--- src/rtl/imem_port_arbiter.sv ---
`default_nettype none
// ============================================================================
// Module   : imem_port_arbiter
// Purpose  : Shares one variable-latency req/ack memory port between the
//            instruction-fetch side (I) and the memory-stage side (D).
//            D has priority over I. A starvation counter forces an I grant
//            after STARVE_LIMIT consecutive D grants while I is waiting.
//            Flush cancels the delivery of an in-flight fetch. The memory
//            transaction itself still runs to completion.
// Ports    : CLK, RESET         clock, asynchronous active-high reset
//            I_Req/I_Addr       fetch request (level) and address
//            I_Data/I_Valid     fetched word with a one-cycle valid pulse
//            D_Req/D_Write/D_Addr/D_WData  data request (level)
//            D_RData/D_Valid    load data with a one-cycle valid pulse
//            Flush              fetch redirect
//            Mem_Req/Mem_Write/Mem_Addr/Mem_WData  registered memory request
//            Mem_Ack/Mem_RData  one-cycle completion and read data
// Revision : 1.0  initial release
// ============================================================================
module imem_port_arbiter #(
    parameter int STARVE_LIMIT = 4      // 1..7
) (
    input  logic        CLK,
    input  logic        RESET,
    // fetch side
    input  logic        I_Req,
    input  logic [31:0] I_Addr,
    output logic [31:0] I_Data,
    output logic        I_Valid,
    // data side
    input  logic        D_Req,
    input  logic        D_Write,
    input  logic [31:0] D_Addr,
    input  logic [31:0] D_WData,
    output logic [31:0] D_RData,
    output logic        D_Valid,
    // redirect
    input  logic        Flush,
    // memory port
    output logic        Mem_Req,
    output logic        Mem_Write,
    output logic [31:0] Mem_Addr,
    output logic [31:0] Mem_WData,
    input  logic        Mem_Ack,
    input  logic [31:0] Mem_RData
);

    localparam logic [2:0] c_starve_limit = 3'(STARVE_LIMIT);

    typedef enum logic [1:0] {
        IDLE   = 2'd0,
        I_BUSY = 2'd1,
        D_BUSY = 2'd2
    } state_t;

    state_t      r_state;
    state_t      w_state_next;
    logic        r_drop;
    logic [2:0]  r_starve;

    logic        w_d_elig;
    logic        w_i_elig;
    logic        w_grant_i;
    logic        w_grant_d;
    logic        w_ack_i;
    logic        w_ack_d;
    logic        w_i_deliver;

    // ------------------------------------------------------------------
    // State register
    // ------------------------------------------------------------------
    always_ff @(posedge CLK or posedge RESET) begin
        if (RESET) begin
            r_state <= IDLE;
        end else begin
            r_state <= w_state_next;
        end
    end

    // ------------------------------------------------------------------
    // Next state and grant/ack decode
    // ------------------------------------------------------------------
    always_comb begin
        w_state_next = r_state;
        w_grant_i    = 1'b0;
        w_grant_d    = 1'b0;
        w_ack_i      = 1'b0;
        w_ack_d      = 1'b0;

        // A requester whose Valid is pulsing this cycle is still holding
        // its request level. Masking it prevents a duplicate grant.
        w_d_elig = D_Req && !D_Valid;
        w_i_elig = I_Req && !I_Valid && !Flush;

        case (r_state)
            IDLE: begin
                if (w_d_elig && w_i_elig) begin
                    if (r_starve == c_starve_limit) begin
                        w_grant_i = 1'b1;
                    end else begin
                        w_grant_d = 1'b1;
                    end
                end else if (w_d_elig) begin
                    w_grant_d = 1'b1;
                end else if (w_i_elig) begin
                    w_grant_i = 1'b1;
                end

                if (w_grant_d) begin
                    w_state_next = D_BUSY;
                end else if (w_grant_i) begin
                    w_state_next = I_BUSY;
                end
            end
            I_BUSY: begin
                if (Mem_Ack) begin
                    w_ack_i      = 1'b1;
                    w_state_next = IDLE;
                end
            end
            D_BUSY: begin
                if (Mem_Ack) begin
                    w_ack_d      = 1'b1;
                    w_state_next = IDLE;
                end
            end
            default: begin
                w_state_next = IDLE;
            end
        endcase

        // Flush in the ack cycle still cancels the fetch.
        w_i_deliver = w_ack_i && !r_drop && !Flush;
    end

    // ------------------------------------------------------------------
    // Memory request, response capture, Drop flag and starvation counter
    // ------------------------------------------------------------------
    always_ff @(posedge CLK or posedge RESET) begin
        if (RESET) begin
            Mem_Req   <= 1'b0;
            Mem_Write <= 1'b0;
            Mem_Addr  <= 32'd0;
            Mem_WData <= 32'd0;
            I_Data    <= 32'd0;
            I_Valid   <= 1'b0;
            D_RData   <= 32'd0;
            D_Valid   <= 1'b0;
            r_drop    <= 1'b0;
            r_starve  <= 3'd0;
        end else begin
            I_Valid <= 1'b0;
            D_Valid <= 1'b0;

            // Grants only occur in IDLE and acks only in BUSY, so the
            // branches below are mutually exclusive.
            if (w_grant_d) begin
                Mem_Req   <= 1'b1;
                Mem_Write <= D_Write;
                Mem_Addr  <= D_Addr;
                Mem_WData <= D_WData;
            end else if (w_grant_i) begin
                Mem_Req   <= 1'b1;
                Mem_Write <= 1'b0;
                Mem_Addr  <= I_Addr;
                Mem_WData <= 32'd0;
            end else if (w_ack_i || w_ack_d) begin
                Mem_Req   <= 1'b0;
            end

            if (w_ack_d) begin
                D_Valid <= 1'b1;
                // Stores complete without disturbing the last load data.
                if (!Mem_Write) begin
                    D_RData <= Mem_RData;
                end
            end

            if (w_i_deliver) begin
                I_Valid <= 1'b1;
                I_Data  <= Mem_RData;
            end

            // Drop accumulates Flush while a fetch is outstanding.
            // It clears on the return to IDLE.
            if (r_state == I_BUSY && !Mem_Ack) begin
                r_drop <= r_drop | Flush;
            end else begin
                r_drop <= 1'b0;
            end

            if (w_grant_i) begin
                r_starve <= 3'd0;
            end else if (w_grant_d && I_Req) begin
                if (r_starve != c_starve_limit) begin
                    r_starve <= r_starve + 3'd1;
                end
            end else if (r_state == IDLE && !I_Req) begin
                r_starve <= 3'd0;
            end
        end
    end

endmodule
`default_nettype wire

--- config.mk ---
export PLATFORM = sky130hd
export DESIGN_NAME = imem_port_arbiter
export DESIGN_NICKNAME = d
export VERILOG_FILES = /design/src/rtl/imem_port_arbiter.sv
export SDC_FILE = /design/constraint.sdc
export NUM_CORES = 1
export LEC_CHECK = 0
export ABC_AREA = 1
export BUFFER_PORTS_ARGS = -buffer_cell sky130_fd_sc_hd__buf_2
export CORE_MARGIN = 2
export CORE_UTILIZATION = 25
export CTS_BUF_LIST = sky130_fd_sc_hd__clkbuf_8
export DETAILED_ROUTE_END_ITERATION = 10
export MAX_ROUTING_LAYER = met4
export PLACE_DENSITY_LB_ADDON = 0.25
export SLEW_MARGIN = 25
export SYNTH_ARGS = -nofsm -noshare
export SYNTH_HDL_FRONTEND = slang
export SYNTH_SLANG_ARGS = --single-unit
--- constraint.sdc ---
create_clock -name CLK -period 5.8 [get_ports CLK]
set_input_delay 1.16 -clock CLK [delete_from_list [all_inputs] [get_ports CLK]]
set_output_delay 1.16 -clock CLK [all_outputs]
set_load 0.01 [all_outputs]
==> flow_summary.yaml <==
status:
  status: "finished clean"
sta:
  fmax_ghz: 0.320
  final.setup.worst_slack_ps: 2670
  setup_viol: 0
  rsz0062_at_grt: "no"
  worst_pin_slew_ps: 893
  setup_tns_ps: 0
  maxSlewHeadroom: 0.404
  fin_skew_ps: 19.0
  slew_viol_final: 0
  final.period_utilization: 0.539
  hold_violations: 0
  fin_crit_ps: 3130
clocking:
  clockBufferDepth: 2
  cts_tree: "done"
  clock_sinks: 138
  htreeDepth: 4
  ctsRootBufferMaster: "clkbuf_8"
  cts_buffers: 17
  post_cts_resized: 0
  clk_pin_slew_ps: 80
  hold_buffers: 0
  postCtsSetupBuffers: 0
  clk_latency_ps: 450
worst_setup_path:
  critPathCapture: "Mem_WData[21]"
  cp.arrival_ps: 3480
  slowest_stage: "nand3_2"
  required_ps: 6150
  path_cells: "buf_2 > inv_1 > nor2_4 > nand3_2 > buf_4 > o21ai_0"
  reg2reg_slack_ps: 3060
  cp-startpoint: "D_Req"
  start_kind: "input pin"
  criticalPathCategory: "input pin to flop"
  worst-path-max-fanout: 40
  r2r_start: "D_Valid"
  end_kind: "flop"
  r2r_cells: 4
  r2r_end: "Mem_WData[21]"
  slowest_delay_ps: 830
grt:
  antenna_found_initial: 3
  grt.overflow.total: 0
  grt_pass1_vias: 5528
  grt_usage: 0.145
  grt_first_pass_wirelength_mm: 28.7
  grt_max_degree: 93
final_layout:
  seqCellArea_um2: 3450
  multi_input_area_um2: 1910
  area_growth_pct: 30.9
  fillers: 2655
  fin_nets: 1180
  drive_above_1_share: 0.295
yosys:
  synth_edf_count: 0
  synth_seq_area_share: 0.554
  synth_warnings: 0
  yosysUniqueCellTypes: 19
  syn_nets: 928
  synth-async-reset-ratio: 1.00
  syn_inst: 788
  avgSynthCellArea_um2: 7.92
  synth_area_um2: 6240
  ys_ff_latch: 138
  synthFlopType: "dfrtp_1"
floorplan:
  core_um2: 24400
  die_w_um: 162
  rows: 57
  die_area_um2: 26200
  die_y_um: 162
  io_pins: 267
  initial_core_util: 0.256
power_and_ir_drop:
  internal_power_mw: 2.33
  power_leakage_nw: 5.08
  pwr-share-clk: 0.192
  p_switching_mw: 1.60
  seq_power_share: 0.417
  swShare: 0.407
  comb_power_share: 0.391
  powerDensity_nw_per_um2: 482
  irDropWorstVdd_mv: 0.195
drt:
  met3WireLength_mm: 1.68
  top_layer: "met4"
  drc: 0
  viasPerCell: 4.03
  routedWlPerCell_um: 13.2
  drt_first_pass_iters: 4
  wirelength_mm: 18.2
  wl_met2_mm: 8.07
  ant_nets: 0
  vias: 5564
  drt_iter0_drc: 295
  wl_met1_mm: 8.28
min_path:
  hp-class: "flop to flop"
placed_design:
  pre_cts_slack_ps: 2140
  place.gp.congestion: 0.776
  numPortBuffers: 266
  post-dp-hpwl_mm: 12.7
job:
  drv_cap: 0
## cells in the mapped netlist, types with 2 or more instances
library cell,n,share of area
inv_1,175,0.11
buf_6,5,0.0090
o21ai_1,4,0.0032
o21ai_0,95,0.076
clkbuf_1,10,0.0060
buf_2,10,0.0080
dfrtp_1,138,0.55
nand3_1,36,0.029
nor2_4,2,0.0036
nand3_2,2,0.0032
inv_2,3,0.0018
ha_1,5,0.010
nor2_1,8,0.0048
nand2_1,281,0.17
buf_1,2,0.0012
buf_4,9,0.011
## final cells by class
class	count	share of cell area
inverters	178	0.0824
well taps	324	0.0496
repair buffers	269	0.166
flip-flops and latches	138	0.423
multi-input cells	436	0.234
clock buffers	17	0.0286
clock inverters	15	0.0156
diodes	3	0.000919
## cell usage in the layout (no fill, tap or decap)
master,Yosys,routed
nand2_1,281,279
buf_2,10,266
inv_1,175,176
dfrtp_1,138,138
o21ai_0,95,95
nand3_1,36,36
clkbuf_8,0,17
nor2_1,8,8
clkinvlp_4,0,6
ha_1,5,5
o21ai_1,4,4
inv_6,0,4
diode_2,0,3
inv_2,3,3
buf_4,9,3
nand2_4,0,2
nor2_4,2,2
nand3_2,2,2
clkinv_2,0,2
nand3_4,1,1
nand2_2,1,1
xnor2_1,1,1
bufinv_16,0,1
clkinv_4,0,1
## layer usage
layer  vias to the layer above  global-route usage
met5                         -                   -
met4                         0              0.0374
met3                         7              0.0483
met2                       219               0.225
met1                      2518               0.181
li1                       2820                   -
## worst max-delay path: cells and delay by family
family	cells	cell delay [ps]
buffers and inverters	3	650
AND/OR/NAND/NOR	2	1440
AO/OA/AOI/OAI	1	200
## worst min-delay path by stage
stage	slack (ps)	from	end	cells after the start
6_report	480	Mem_Addr[18]	Mem_Addr[18]	2
4_1_cts	480	Mem_Addr[9]	Mem_Addr[9]	2
5_1_grt	500	Mem_Addr[4]	Mem_Addr[4]	2
3_5_place_dp	460	Mem_Addr[9]	Mem_Addr[9]	2
3_3_place_gp	460	Mem_Addr[15]	Mem_Addr[15]	2
2_1_floorplan	460	r_drop	r_drop	2
## sequential cells by signal (all words and copies together) (netlist names)
name / flops
D_RData: 32
D_Valid: 1
I_Data: 32
I_Valid: 1
Mem_Addr: 32
Mem_Req: 1
Mem_WData: 32
Mem_Write: 1
r_drop: 1
r_starve: 3
r_state: 2
## cell families (layout without fill, tap and decap cells)
group,after synthesis,count (layout),synth area share
simple gates,331,331,0.213
flops,138,138,0.554
other cells,0,3,0
xor+xnor,1,1,0.00140
buf+inv,214,479,0.142
compound gates,99,99,0.0794
fa+ha+maj,5,5,0.0100
## metrics by stage
stage / hold slack (ps) / instance area, um^2 / util / total power, mW / cells
2_1_floorplan: 462 / 6240 / - / 2.56 / 788
3_3_place_gp: 459 / 7790 / 0.319 / 3.21 / 1345
3_5_place_dp: 460 / 7790 / 0.320 / 3.23 / 1345
4_1_cts: 481 / 8160 / 0.334 / 4.01 / 1377
5_1_grt: 504 / 8170 / 0.335 / 4.30 / 1380
6_report: 476 / 8170 / 0.335 / 3.93 / 1380
## power groups by stage
| stage | combinational, mW | sequential [mW] | clock (mW) |
|---|---|---|---|
| floorplan | 0.712 | 1.84 | 0 |
| global placement | 1.56 | 1.65 | 0 |
| detailed placement | 1.59 | 1.65 | 0 |
| CTS | 1.58 | 1.64 | 0.789 |
| global route | 1.76 | 1.70 | 0.837 |
| finish | 1.54 | 1.64 | 0.755 |
Power figures use the tool's default switching activity.
